**src/rtl/axi_lite_async_fifo.sv**
```systemverilog
// AXI4-Lite slave fronting a FIFO: the bus pushes, peeks and reads status; a peripheral pops
// through a rising-edge pulse port. Sticky full/empty interrupts. Everything runs on clk_axi.
module axi_lite_async_fifo #(
    parameter int ADDR_WIDTH = 4,
    parameter int DATA_WIDTH = 32,
    parameter int FIFO_DEPTH = 8
) (
    input  logic                  clk_axi,
    input  logic                  axi_resetn_i,
    input  logic                  clk_periph,
    input  logic [ADDR_WIDTH-1:0] axi_awaddr_i,
    input  logic                  axi_awvalid_i,
    output logic                  axi_awready_o,
    input  logic [DATA_WIDTH-1:0] axi_wdata_i,
    input  logic [3:0]            axi_wstrb_i,
    input  logic                  axi_wvalid_i,
    output logic                  axi_wready_o,
    output logic [1:0]            axi_bresp_o,
    output logic                  axi_bvalid_o,
    input  logic                  axi_bready_i,
    input  logic [ADDR_WIDTH-1:0] axi_araddr_i,
    input  logic                  axi_arvalid_i,
    output logic                  axi_arready_o,
    output logic [DATA_WIDTH-1:0] axi_rdata_o,
    output logic [1:0]            axi_rresp_o,
    output logic                  axi_rvalid_o,
    input  logic                  axi_rready_i,
    input  logic                  periph_rd_en_i,
    output logic [DATA_WIDTH-1:0] periph_rdata_o,
    output logic                  periph_rvalid_o,
    output logic                  periph_empty_o,
    output logic                  periph_full_o,
    input  logic                  irq_clear_full_i,
    input  logic                  irq_clear_empty_i,
    output logic                  irq_full_o,
    output logic                  irq_empty_o
);
    localparam int PTR_W = $clog2(FIFO_DEPTH);
    localparam int CNT_W = PTR_W + 1;
    localparam logic [CNT_W-1:0] CNT_FULL = CNT_W'(FIFO_DEPTH);
    localparam logic [1:0] RESP_OKAY   = 2'b00;
    localparam logic [1:0] RESP_SLVERR = 2'b10;

    logic [DATA_WIDTH-1:0] r_mem [FIFO_DEPTH];
    logic [PTR_W-1:0]      r_wptr;
    logic [PTR_W-1:0]      r_rptr;
    logic [CNT_W-1:0]      r_count;
    logic                  r_wr_ready;
    logic                  r_bvalid;
    logic [1:0]            r_bresp;
    logic                  r_arready;
    logic                  r_rvalid;
    logic [1:0]            r_rresp;
    logic [DATA_WIDTH-1:0] r_rdata;
    logic                  r_rd_en_q;
    logic [DATA_WIDTH-1:0] r_prdata;
    logic                  r_prvalid;
    logic                  r_irq_full;
    logic                  r_irq_empty;

    logic                  w_empty;
    logic                  w_full;
    logic                  w_wr_hs;
    logic                  w_rd_hs;
    logic                  w_wr_addr_ok;
    logic                  w_push;
    logic                  w_pop;
    logic [CNT_W-1:0]      w_count_next;
    logic [DATA_WIDTH-1:0] w_head;
    logic [DATA_WIDTH-1:0] w_rd_data;
    logic [1:0]            w_rd_resp;
    logic                  w_unused;

    assign w_unused     = ^{clk_periph, axi_wstrb_i};
    assign w_empty      = (r_count == '0);
    assign w_full       = (r_count == CNT_FULL);
    assign w_head       = r_mem[r_rptr];
    assign w_wr_hs      = r_wr_ready && axi_awvalid_i && axi_wvalid_i;
    assign w_rd_hs      = r_arready && axi_arvalid_i;
    assign w_wr_addr_ok = (axi_awaddr_i == '0);
    // Push and pop both qualify against the pre-cycle count, so a full FIFO rejects a push
    // even when a pop lands on the same edge, and vice versa for empty.
    assign w_push       = w_wr_hs && w_wr_addr_ok && !w_full;
    assign w_pop        = periph_rd_en_i && !r_rd_en_q && !w_empty;
    assign w_count_next = r_count + CNT_W'(w_push) - CNT_W'(w_pop);

    always_comb begin
        w_rd_data = '0;
        w_rd_resp = RESP_OKAY;
        case (axi_araddr_i)
            ADDR_WIDTH'(0): begin
                w_rd_data[0]    = w_empty;
                w_rd_data[1]    = w_full;
                w_rd_data[15:8] = 8'(r_count);
            end
            ADDR_WIDTH'(4): begin
                if (w_empty) w_rd_resp = RESP_SLVERR;
                else         w_rd_data = w_head;
            end
            ADDR_WIDTH'(8): w_rd_data = DATA_WIDTH'(r_count);
            default:        w_rd_resp = RESP_SLVERR;
        endcase
    end

    always_ff @(posedge clk_axi) begin
        if (w_push) r_mem[r_wptr] <= axi_wdata_i;
    end

    always_ff @(posedge clk_axi or negedge axi_resetn_i) begin
        if (!axi_resetn_i) begin
            r_wr_ready <= 1'b0;
            r_bvalid   <= 1'b0;
            r_bresp    <= RESP_OKAY;
        end else if (w_wr_hs) begin
            r_wr_ready <= 1'b0;
            r_bvalid   <= 1'b1;
            r_bresp    <= (w_wr_addr_ok && !w_full) ? RESP_OKAY : RESP_SLVERR;
        end else begin
            r_wr_ready <= !r_wr_ready && !r_bvalid && axi_awvalid_i && axi_wvalid_i;
            if (r_bvalid && axi_bready_i) r_bvalid <= 1'b0;
        end
    end

    always_ff @(posedge clk_axi or negedge axi_resetn_i) begin
        if (!axi_resetn_i) begin
            r_arready <= 1'b0;
            r_rvalid  <= 1'b0;
            r_rresp   <= RESP_OKAY;
            r_rdata   <= '0;
        end else if (w_rd_hs) begin
            r_arready <= 1'b0;
            r_rvalid  <= 1'b1;
            r_rresp   <= w_rd_resp;
            r_rdata   <= w_rd_data;
        end else begin
            r_arready <= !r_arready && !r_rvalid && axi_arvalid_i;
            if (r_rvalid && axi_rready_i) r_rvalid <= 1'b0;
        end
    end

    always_ff @(posedge clk_axi or negedge axi_resetn_i) begin
        if (!axi_resetn_i) begin
            r_wptr    <= '0;
            r_rptr    <= '0;
            r_count   <= '0;
            r_rd_en_q <= 1'b0;
            r_prdata  <= '0;
            r_prvalid <= 1'b0;
        end else begin
            r_rd_en_q <= periph_rd_en_i;
            r_count   <= w_count_next;
            if (w_push) r_wptr <= r_wptr + PTR_W'(1);
            if (periph_rd_en_i && !r_rd_en_q) begin
                r_prvalid <= !w_empty;
                if (!w_empty) begin
                    r_prdata <= w_head;
                    r_rptr   <= r_rptr + PTR_W'(1);
                end
            end
        end
    end

    // A set condition takes priority over a clear held in the same cycle.
    always_ff @(posedge clk_axi or negedge axi_resetn_i) begin
        if (!axi_resetn_i) begin
            r_irq_full  <= 1'b0;
            r_irq_empty <= 1'b0;
        end else begin
            if (w_count_next == CNT_FULL && !w_full) r_irq_full <= 1'b1;
            else if (irq_clear_full_i)               r_irq_full <= 1'b0;
            if (w_count_next == '0 && !w_empty)      r_irq_empty <= 1'b1;
            else if (irq_clear_empty_i)              r_irq_empty <= 1'b0;
        end
    end

    assign axi_awready_o   = r_wr_ready;
    assign axi_wready_o    = r_wr_ready;
    assign axi_bvalid_o    = r_bvalid;
    assign axi_bresp_o     = r_bresp;
    assign axi_arready_o   = r_arready;
    assign axi_rvalid_o    = r_rvalid;
    assign axi_rresp_o     = r_rresp;
    assign axi_rdata_o     = r_rdata;
    assign periph_rdata_o  = r_prdata;
    assign periph_rvalid_o = r_prvalid;
    assign periph_empty_o  = w_empty;
    assign periph_full_o   = w_full;
    assign irq_full_o      = r_irq_full;
    assign irq_empty_o     = r_irq_empty;
endmodule

```
**config.mk**
```make
export PLATFORM = sky130hd
export DESIGN_NAME = axi_lite_async_fifo
export DESIGN_NICKNAME = d
export VERILOG_FILES = /design/src/rtl/axi_lite_async_fifo.sv
export SDC_FILE = /design/constraint.sdc
export NUM_CORES = 1
export LEC_CHECK = 0
export BUFFER_PORTS_ARGS = -buffer_cell sky130_fd_sc_hd__buf_2
export CAP_MARGIN = 25
export CORE_MARGIN = 3
export CORE_UTILIZATION = 53
export CTS_BUF_LIST = sky130_fd_sc_hd__clkbuf_4 sky130_fd_sc_hd__clkbuf_8 sky130_fd_sc_hd__clkbuf_16
export DETAILED_ROUTE_END_ITERATION = 8
export PLACE_DENSITY_LB_ADDON = 0.1
export SLEW_MARGIN = 20
export SYNTH_ARGS = -nofsm -noshare
export SYNTH_HDL_FRONTEND = slang
export SYNTH_SLANG_ARGS = --single-unit
```
**constraint.sdc**
```tcl
create_clock -name clk_axi -period 4.2 [get_ports clk_axi]
set_clock_uncertainty 0.1 [all_clocks]
set_input_delay 0 -clock clk_axi [delete_from_list [all_inputs] [get_ports clk_axi]]
set_output_delay 0 -clock clk_axi [all_outputs]
set_load 0.03 [all_outputs]
```
Word-level counts from Yosys, hierarchy flattened

Memory sizes are Yosys's and may differ from the RTL's.
Cells that the tools add are included.

Bits in writable memories: 256
Memories kept: 1
Input port bits: 55
Register bits after elaboration: 86
Output and inout bits: 78
Logic and storage cells: 79

Memory list:

| memory | depth | width | rd ports | clocked after Yosys merged registers in | write ports | line | RTL |
|---|---|---|---|---|---|---|---|
| r_mem  | 8     | 32    | 1        | 0                                       | 1           | 44   | `logic [DATA_WIDTH-1:0] r_mem [FIFO_DEPTH];` |

Bitwise gates (word level): 1
Reduce and logical (&&, ||, !) cells: 34
Add/sub/neg operators: 4
Eq/ne operators: 4
Mux-type cells: 20

Operators by type and width:

| cell                                                | count |
|---|---|
| 2-to-1 mux 32 bit                                   | 1 |
| logical AND 1 bit                                   | 17 |
| zero test 4 bit                                     | 4 |
| 2-to-1 mux 16 bit                                   | 1 |
| case mux 8 bit (2 select lines)                     | 1 |
| equality test 4 bit, second input constant          | 3 |
| 2-to-1 mux 1 bit                                    | 12 |
| case mux 6 bit (2 select lines)                     | 1 |
| nonzero test 2 bit                                  | 4 |
| zero test 1 bit                                     | 7 |
| adder 3 x 1 -> 3 bit, second input constant         | 2 |
| case mux 2 bit (3 select lines)                     | 1 |
| adder 4 x 1 -> 4 bit                                | 1 |
| equality test 4 x 3 -> 1 bit, second input constant | 1 |
| 2-to-1 mux 2 bit                                    | 2 |
| case mux 2 bit (2 select lines)                     | 1 |
| subtractor 4 x 1 -> 4 bit                           | 1 |
| AND reduction 2 bit                                 | 1 |
| OR reduction 2 bit                                  | 1 |
| inverter 1 bit                                      | 1 |

Logic depth before layout (Yosys ltp)

Gate-level depths: netlist of run 1.

Word-level depth: 9
Depth in mapped cells: 14
Depth with buffers taken out: 14

Least setup slack after synthesis of run 1

OpenSTA, ideal clock, no wires.

Kind: register -> register
From: register r_count[2]
To: memory r_mem[0][0] (enable)
Required time: 3.639 ns
Setup slack: 0.060 ns
Setup time: 0.461 ns
Buffers on the path: 0
Stages on the path, launching flop included: 7
Arrival: 3.579 ns
Clock period less this slack: 4.140 ns
Cell sequence: dfrtp_1 inv_1 ha_1 nor3b_1 nor3_2 nand2b_1 nor3_1

Word-level cells in the longest chain between the ends: 5

Ends and longest elaborated chain:

| item                                   | line | RTL |
|---|---|---|
| start: declaration                     | 47   | `logic [CNT_W-1:0] r_count;` |
| start signal: assignment               | 151  | `r_count <= w_count_next;` |
| equality test 4 bit                    | 76   | `assign w_full = (r_count == CNT_FULL);` |
| net periph_full_o                      | 32   | `output logic periph_full_o,` |
| zero test 1 bit                        | 83   | `assign w_push = w_wr_hs && w_wr_addr_ok && !w_full;` |
| logical AND 1 bit                      | 83   |  |
| 2-to-1 mux 1 bit                       | 106  | `if (w_push) r_mem[r_wptr] <= axi_wdata_i;` |
| 2-to-1 mux 1 bit (implied by the code) | 106  |  |
| end: declaration                       | 44   |  |

The timed path passes the listed nets, and every way through them passes these cells.

Worst setup path in the final report of run 1

From: input axi_awaddr_i[2]
To: register r_irq_empty, in the netlist irq_empty_o

Word-level cells in the longest chain between the ends: 8
Elaborated cells between the ends (all ways): 9
Those cells by class: 2 x add/sub; 1 x mux; 6 x reduce/logical

Ends and longest elaborated chain:

| item                                                   | line | RTL |
|---|---|---|
| start: declaration                                     | 11   | `input logic [ADDR_WIDTH-1:0] axi_awaddr_i,` |
| zero test 4 bit *                                      | 80   | `assign w_wr_addr_ok = (axi_awaddr_i == '0);` |
| logical AND 1 bit * (2 in a row)                       | 83   |  |
| adder 4 x 1 -> 4 bit *                                 | 85   | `assign w_count_next = r_count + CNT_W'(w_push) - CNT_W'(w_pop);` |
| subtractor 4 x 1 -> 4 bit *                            | 85   |  |
| net w_count_next[1]                                    | 68   | `logic [CNT_W-1:0] w_count_next;` |
| zero test 4 bit *                                      | 171  | `if (w_count_next == '0 && !w_empty) r_irq_empty <= 1'b1;` |
| logical AND 1 bit *                                    | 171  |  |
| 2-to-1 mux 1 bit or nonzero test 2 bit (tied branches) | -    |  |
| end signal: assignment                                 | 167  | `r_irq_empty <= 1'b0;` |
| end signal: assignment                                 | 171  |  |
| end signal: assignment                                 | 172  | `else if (irq_clear_empty_i) r_irq_empty <= 1'b0;` |
| end: declaration                                       | 59   | `logic r_irq_empty;` |

Mark *: on every way through the listed nets, which the timed path passes. The rest lies on a longest branch.
A chain may end at the register's enable or synchronous reset.

==> results of run 1 <==
-- through the flow --
step / std cells / area [um2]
finish: 1227 / 15640
global route: 1227 / 15640
CTS: 1227 / 15640
detailed placement: 1112 / 13940
global placement: 1112 / 13930
floorplan: 682 / 12860
-- cells by family after synthesis --
family | Yosys count | share of synthesized area (%)
flops | 340 | 76.13
mux | 99 | 13.94
fa+ha+maj | 9 | 0.9342
xor+xnor | 5 | 0.3406
simple gates | 103 | 3.474
compound gates | 76 | 3.347
other cells | 1 | 0.02916
buf+inv | 48 | 1.800
-- layout make-up --
class	count	area (um2)
Sequential cell	340	9796
Fill cell	1630	8043
Multi-Input combinational cell	294	2907
Timing Repair Buffer	200	1336
Clock buffer	46	1006
Tap cell	319	399.1
Clock inverter	15	147.6
Inverter	13	48.80
-- power groups by stage --
stage	Combinational [mW]	Sequential, mW	Clock [mW]
3_5_place_dp	2.25	4.33	0
4_1_cts	2.31	4.27	3.12
3_3_place_gp	2.22	4.31	0
2_1_floorplan	1.50	4.43	0
5_1_grt	2.45	4.32	3.27
6_report	2.28	4.25	3.06
-- placed cells by master (no fill, tap or decap), drive strengths merged --
master	n
o221ai	2
bufinv	3
dlygate4sd3	53
nor3b	3
a221o	4
xor2	2
o21a	1
a32oi	2
conb	2
a22o	1
mux2	1
nand2	37
fa	1
a21o	2
ha	8
buf	147
edfxtp	256
mux4	64
nor3	6
dfrtp	84
o32ai	1
nand3	2
clkbuf	46
a21oi	35
or2	1
nand2b	4
inv	13
or4	2
clkinv	12
mux2i	34
xnor2	3
nor2	46
or3	2
o21ai	28
-- worst max-delay path, stage by stage --
cell and delay (ns):
dlygate4sd3_1 0.53, buf_2 0.11, or4_1 0.39, dlygate4sd3_1 0.58
nor3_2 0.35, inv_1 0.14, ha_1 0.31, inv_1 0.06
ha_1 0.16, inv_1 0.06, fa_1 0.48, inv_1 0.05
or3_1 0.40, o32ai_1 0.25
-- per-layer routing --
layer / GRT usage [%] / vias up
met1: 30.29 / 3563
met5: 0 / -
met4: 5.041 / 0
met3: 3.928 / 33
li1: - / 3052
met2: 34.62 / 217
-- registers in the layout (all words and copies together) (netlist names), 3 cells and up --
name / cells
r_mem: 256
r_wptr: 3
r_rptr: 3
axi_rdata_o: 32
periph_rdata_o: 32
r_count: 4
-- how the worst min path moves through the flow --
stage	slack, ns	to	start
after floorplan	-0.40	axi_arready_o	axi_resetn_i
after global placement	-0.14	axi_rdata_o[19]	axi_resetn_i
after detailed placement	-0.13	axi_rdata_o[19]	axi_resetn_i
after CTS	0.006	axi_rdata_o[2]	axi_araddr_i[1]
after global routing	0.06	axi_rdata_o[3]	axi_araddr_i[1]
final	0.03	axi_rdata_o[2]	axi_araddr_i[1]
==> flow_metrics.env, run 1 <==
export IMPL_cts_hold_buf=54
export IMPL_dr_total_vias=6865
export IMPL_gp_congestion=0.7606
export IMPL_p_clk_share_pct=31.9
export IMPL_hold_path_depth=5
export IMPL_async_reset_ff_share_pct=24.71
export IMPL_cts_htree_levels=2
export IMPL_ys_seq_area_share_pct=76.13
export IMPL_netlist_area_leader_share_pct=59.78
export IMPL_status="complete, no violations"
export IMPL_synth_edf_count=256
export IMPL_ys_flop_type="edfxtp_1"
export IMPL_top_layer="met4"
export IMPL_required_ns=4.50
export IMPL_clock_latency_ns=0.50
export IMPL_sequentialPowerShare_pct=44.3
export IMPL_drv_slew=0
export IMPL_netlist_instances=681
export IMPL_route_met2_wl_um=13370
export IMPL_p_comb_share_pct=23.8
export IMPL_worstSetupEndpointType="flop"
export IMPL_max_cap_violations=0
export IMPL_setup_tns_ns=0
export IMPL_hold_viol=0
export IMPL_fmax_mhz=280.4
export IMPL_hold_path_class="in -> reg"
export IMPL_rsz0062_at_grt="no"
export IMPL_power_mw=9.593
export IMPL_grt_use_total_pct=21.17
export IMPL_cts_reportedPaths_clkPinSlew_ns=0.06
export IMPL_die_h_um=161.8
export IMPL_core_mm2=0.02368
export IMPL_clock_path_buffers=3
export IMPL_layout_drive_gt1_share_pct=31.72
export IMPL_cts_buffers=35
export IMPL_dr_pass1_iters=5
export IMPL_avgSynthCellArea_um2=18.88
export IMPL_r2r_slack_ns=0.85
export IMPL_area_growth_pct=21.63
export IMPL_rr_startpoint="r_count[2]"
export IMPL_wire_per_inst_um=22.06
export IMPL_ir_worst_vdd_mv=0.4452
export IMPL_ys_top_cells_by_count="edfxtp_1 (256), dfrtp_1 (84), mux4_2 (64)"
export IMPL_post_place_ws_ns=0.9113
export IMPL_path_max_fanout=6
export IMPL_post_cts_buffers=0
export IMPL_via_per_inst=5.595
export IMPL_io_pins=133
export IMPL_ys_ff_latch=340
export IMPL_cts_tree="built"
export IMPL_nets=948
export IMPL_endpoint="irq_empty_o"
export IMPL_grt_overflow=0
export IMPL_grt_pass1_wl_um=42190
export IMPL_fin_crit_sh_pct=84.92
export IMPL_grt_max_degree=69
export IMPL_crit_start="axi_awaddr_i[2]"
export IMPL_p_int_mw=6.769
export IMPL_synth_top_area_cell="edfxtp_1"
export IMPL_post_cts_resize_count=0
export IMPL_final_antenna_net_count=0
export IMPL_synth_area_mm2=0.01286
export IMPL_initial_core_util_pct=54.30
export IMPL_die_w_um=161.8
export IMPL_n_antenna_cell=0
export IMPL_clockRootBuffer="clkbuf_16"
export IMPL_m1WireLength_um=11630
export IMPL_start_kind="input pin"
export IMPL_period_minus_slack_ns=3.567
export IMPL_wirelength_um=27060
export IMPL_setup_slack_ns=0.6334
export IMPL_regToRegEndpoint="irq_empty_o"
export IMPL_die_area_mm2=0.02617
export IMPL_antenna_found_initial=0
export IMPL_synthTopCellsByArea="edfxtp_1 (60%), dfrtp_1 (16%), mux4_2 (11%), mux2i_1 (2.6%), a21oi_1 (1.4%)"
export IMPL_yosysMostFrequentCell="edfxtp_1"
export IMPL_ff2ff_path_depth=13
export IMPL_route_detailed_drc=0
export IMPL_dr_wl_met3_um=1656
export IMPL_grt_pass1_vias=7278
export IMPL_power_leakage_nw=5.845
export IMPL_swShare_pct=29.44
export IMPL_switching_power_mw=2.825
export IMPL_final_core_utilization_pct=66.04
export IMPL_numPortBuffers=125
export IMPL_placementRows=56
export IMPL_hold_ws_ns=0.02825
export IMPL_ys_warnings_count=0
export IMPL_path_class="in -> reg"
export IMPL_worstMarginPinSlew_ns=0.8934
export IMPL_cts_sinks=340
export IMPL_place_hpwl_um=15980
export IMPL_relSlewSlack_pct=40.44
export IMPL_yosysUniqueCellTypes=39
export IMPL_setup_viol=0
export IMPL_arrival_ns=3.86
export IMPL_power_density_mw_per_mm2=613.4
export IMPL_drtIter0Drc=608
Note: power is estimated with default switching activity, not from simulation.
==> inputs of run 2 (changes only) <==
--- a/config.mk
+++ b/config.mk
@@ -8,7 +8,7 @@
 export BUFFER_PORTS_ARGS = -buffer_cell sky130_fd_sc_hd__buf_2
 export CAP_MARGIN = 25
 export CORE_MARGIN = 3
-export CORE_UTILIZATION = 53
+export CORE_UTILIZATION = 58
 export CTS_BUF_LIST = sky130_fd_sc_hd__clkbuf_4 sky130_fd_sc_hd__clkbuf_8 sky130_fd_sc_hd__clkbuf_16
 export DETAILED_ROUTE_END_ITERATION = 8
 export PLACE_DENSITY_LB_ADDON = 0.1
==> constraint.sdc (replaced) <==
create_clock -name clk_axi -period 3.72 [get_ports clk_axi]
set_clock_uncertainty 0.1 [all_clocks]
set_input_delay 0 -clock clk_axi [delete_from_list [all_inputs] [get_ports clk_axi]]
set_output_delay 0 -clock clk_axi [all_outputs]
set_load 0.03 [all_outputs]
==> run 2 against run 1 <==
Against the previous run:
- the flow now finishes with violations (hold timing)
- critical path depth did not move
- total power up 14%
- die area shrank 8.3%
- sequential share of layout area shrank 0.055 points
- register-to-register slack worse by 0.34 ns
- wire length shrank 1.3%
- sequential cell count unchanged
- core utilization up 7.0 points
- critical endpoint unchanged
==> flow_metrics.env, run 2 (same netlist as run 1, synthesis figures left out) <==
export IMPL_status="complete, but fails checks"
export IMPL_violations="hold timing"
export IMPL_required_ns=4.03
export IMPL_cts_hold_buf=52
export IMPL_cp_slowest_cell="dlygate4sd3_1"
export IMPL_crit_start="axi_awaddr_i[2]"
export IMPL_period_minus_slack_ns=3.376
export IMPL_busiest_layer="met2"
export IMPL_cts_sinks=340
export IMPL_area_growth_pct=21.74
export IMPL_max_stage_delay_ns=0.60
export IMPL_die_w_um=154.9
export IMPL_die_area_mm2=0.02399
export IMPL_grt_pass1_wl_um=42200
export IMPL_path_max_fanout=3
export IMPL_regToRegEndpoint="irq_empty_o"
export IMPL_post_cts_resize_count=0
export IMPL_initial_core_util_pct=60.03
export IMPL_dr_pass1_iters=5
export IMPL_rsz0062_at_grt="no"
export IMPL_dr_total_vias=6841
export IMPL_grt_pass1_vias=7267
export IMPL_fmax_mhz=296.2
export IMPL_wirelength_um=26720
export IMPL_drv_slew=0
export IMPL_power_leakage_nw=5.825
export IMPL_placementRows=53
export IMPL_setup_tns_ns=0
export IMPL_core_mm2=0.02142
export IMPL_r2r_slack_ns=0.51
export IMPL_nets=942
export IMPL_crit_top_cell="inv_1"
export IMPL_regMostFlops="r_mem"
export IMPL_grt_use_met2_pct=38.50
export IMPL_start_kind="input pin"
export IMPL_path_cells="dlygate4sd3_1, buf_2, or4_1, dlygate4sd3_1, nor3_2, inv_1, ha_1, inv_1, ha_1, inv_1, fa_1, inv_1, or3_1, o32ai_1"
export IMPL_relSlewSlack_pct=33.77
export IMPL_path_class="in -> reg"
export IMPL_rr_startpoint="r_count[2]"
export IMPL_hold_viol=5
export IMPL_gp_congestion=0.7922
export IMPL_grt_use_total_pct=23.11
export IMPL_cts_buffers=35
export IMPL_clock_path_buffers=3
export IMPL_use_met1_pct=32.83
export IMPL_die_h_um=154.9
export IMPL_largest_register_ffs=256
export IMPL_via_per_inst=5.797
export IMPL_worstSetupEndpointType="flop"
export IMPL_hold_ws_ns=-0.01000
export IMPL_cts_tree="built"
export IMPL_grt_overflow=0
export IMPL_place_hpwl_um=15320
export IMPL_power_density_mw_per_mm2=697.4
export IMPL_final_common_cell="edfxtp_1"
export IMPL_arrival_ns=3.68
export IMPL_ir_worst_vdd_mv=0.5738
export IMPL_antenna_found_initial=0
export IMPL_fin_crit_sh_pct=90.76
export IMPL_route_detailed_drc=0
export IMPL_clockRootBuffer="clkbuf_16"
export IMPL_final_antenna_net_count=0
export IMPL_final_cell_mix="edfxtp_1 (256), buf_2 (124), dfrtp_1 (81), mux4_2 (64), dlygate4sd3_1 (52)"
export IMPL_numPortBuffers=125
export IMPL_wire_per_inst_um=22.65
export IMPL_clock_latency_ns=0.51
export IMPL_met3_usage_pct=3.533
export IMPL_drtIter0Drc=546
export IMPL_hold_path_class="in -> async"
export IMPL_grt_max_degree=69
export IMPL_setup_viol=0
export IMPL_ff2ff_path_depth=13
export IMPL_io_pins=133
export IMPL_max_cap_violations=0
export IMPL_post_cts_buffers=0
export IMPL_cts_reportedPaths_clkPinSlew_ns=0.06
export IMPL_worstMarginPinSlew_ns=0.9935
export IMPL_cts_htree_levels=2
export IMPL_layout_drive_gt1_share_pct=31.64
## run 2: worst max-delay path by stage
stage | to | slack [ns]
after floorplan | irq_empty_o | 0.12
after global placement | irq_empty_o | 0.61
after detailed placement | irq_empty_o | 0.51
after CTS | irq_empty_o | 0.37
after global routing | irq_empty_o | 0.27
final | irq_empty_o | 0.34
## run 2: per-layer routing
| metal | vias to the layer above | wire [um] | part of all wire, % |
|---|---|---|---|
| met5 | - | 0 | 0 |
| met4 | 0 | 510 | 1.9 |
| met3 | 40 | 1330 | 5.0 |
| met2 | 205 | 13500 | 51 |
| met1 | 3549 | 11380 | 43 |
| li1 | 3047 | - | - |
## run 2: worst max-delay path, delay by kind of cell
kind	cells	cell delay [ns]
buf+inv	7	1.52
simple gates	3	0.98
fa+ha+maj	3	0.95
compound gates	1	0.23
## run 2: per-stage QoR
| step | util, % | cell area [um2] | std cells | setup WS [ns] | power, mW |
|---|---|---|---|---|---|
| after floorplan | - | 12870 | 682 | 0.1164 | 6.696 |
| after global placement | 65.06 | 13940 | 1064 | 0.6128 | 7.355 |
| after detailed placement | 65.06 | 13940 | 1064 | 0.5073 | 7.445 |
| after CTS | 73.07 | 15650 | 1179 | 0.3715 | 11.04 |
| after global routing | 73.07 | 15650 | 1179 | 0.2686 | 11.42 |
| final | 73.08 | 15650 | 1180 | 0.3438 | 10.92 |
## run 2: cell type report
cell class | instances | area [um2]
fillers | 1284 | 5766
inverters | 13 | 48.80
well taps | 275 | 344.1
repair buffers | 194 | 1351
clock inverters | 14 | 153.9
diodes | 1 | 2.502
clock buffers | 49 | 1041
multi-input cells | 294 | 2917
flip-flops and latches | 340 | 9796
## run 2: power by group
part	switching, mW	internal [mW]
Sequential	0.443	4.35
Combinational	1.39	1.20
Clock	1.37	2.17
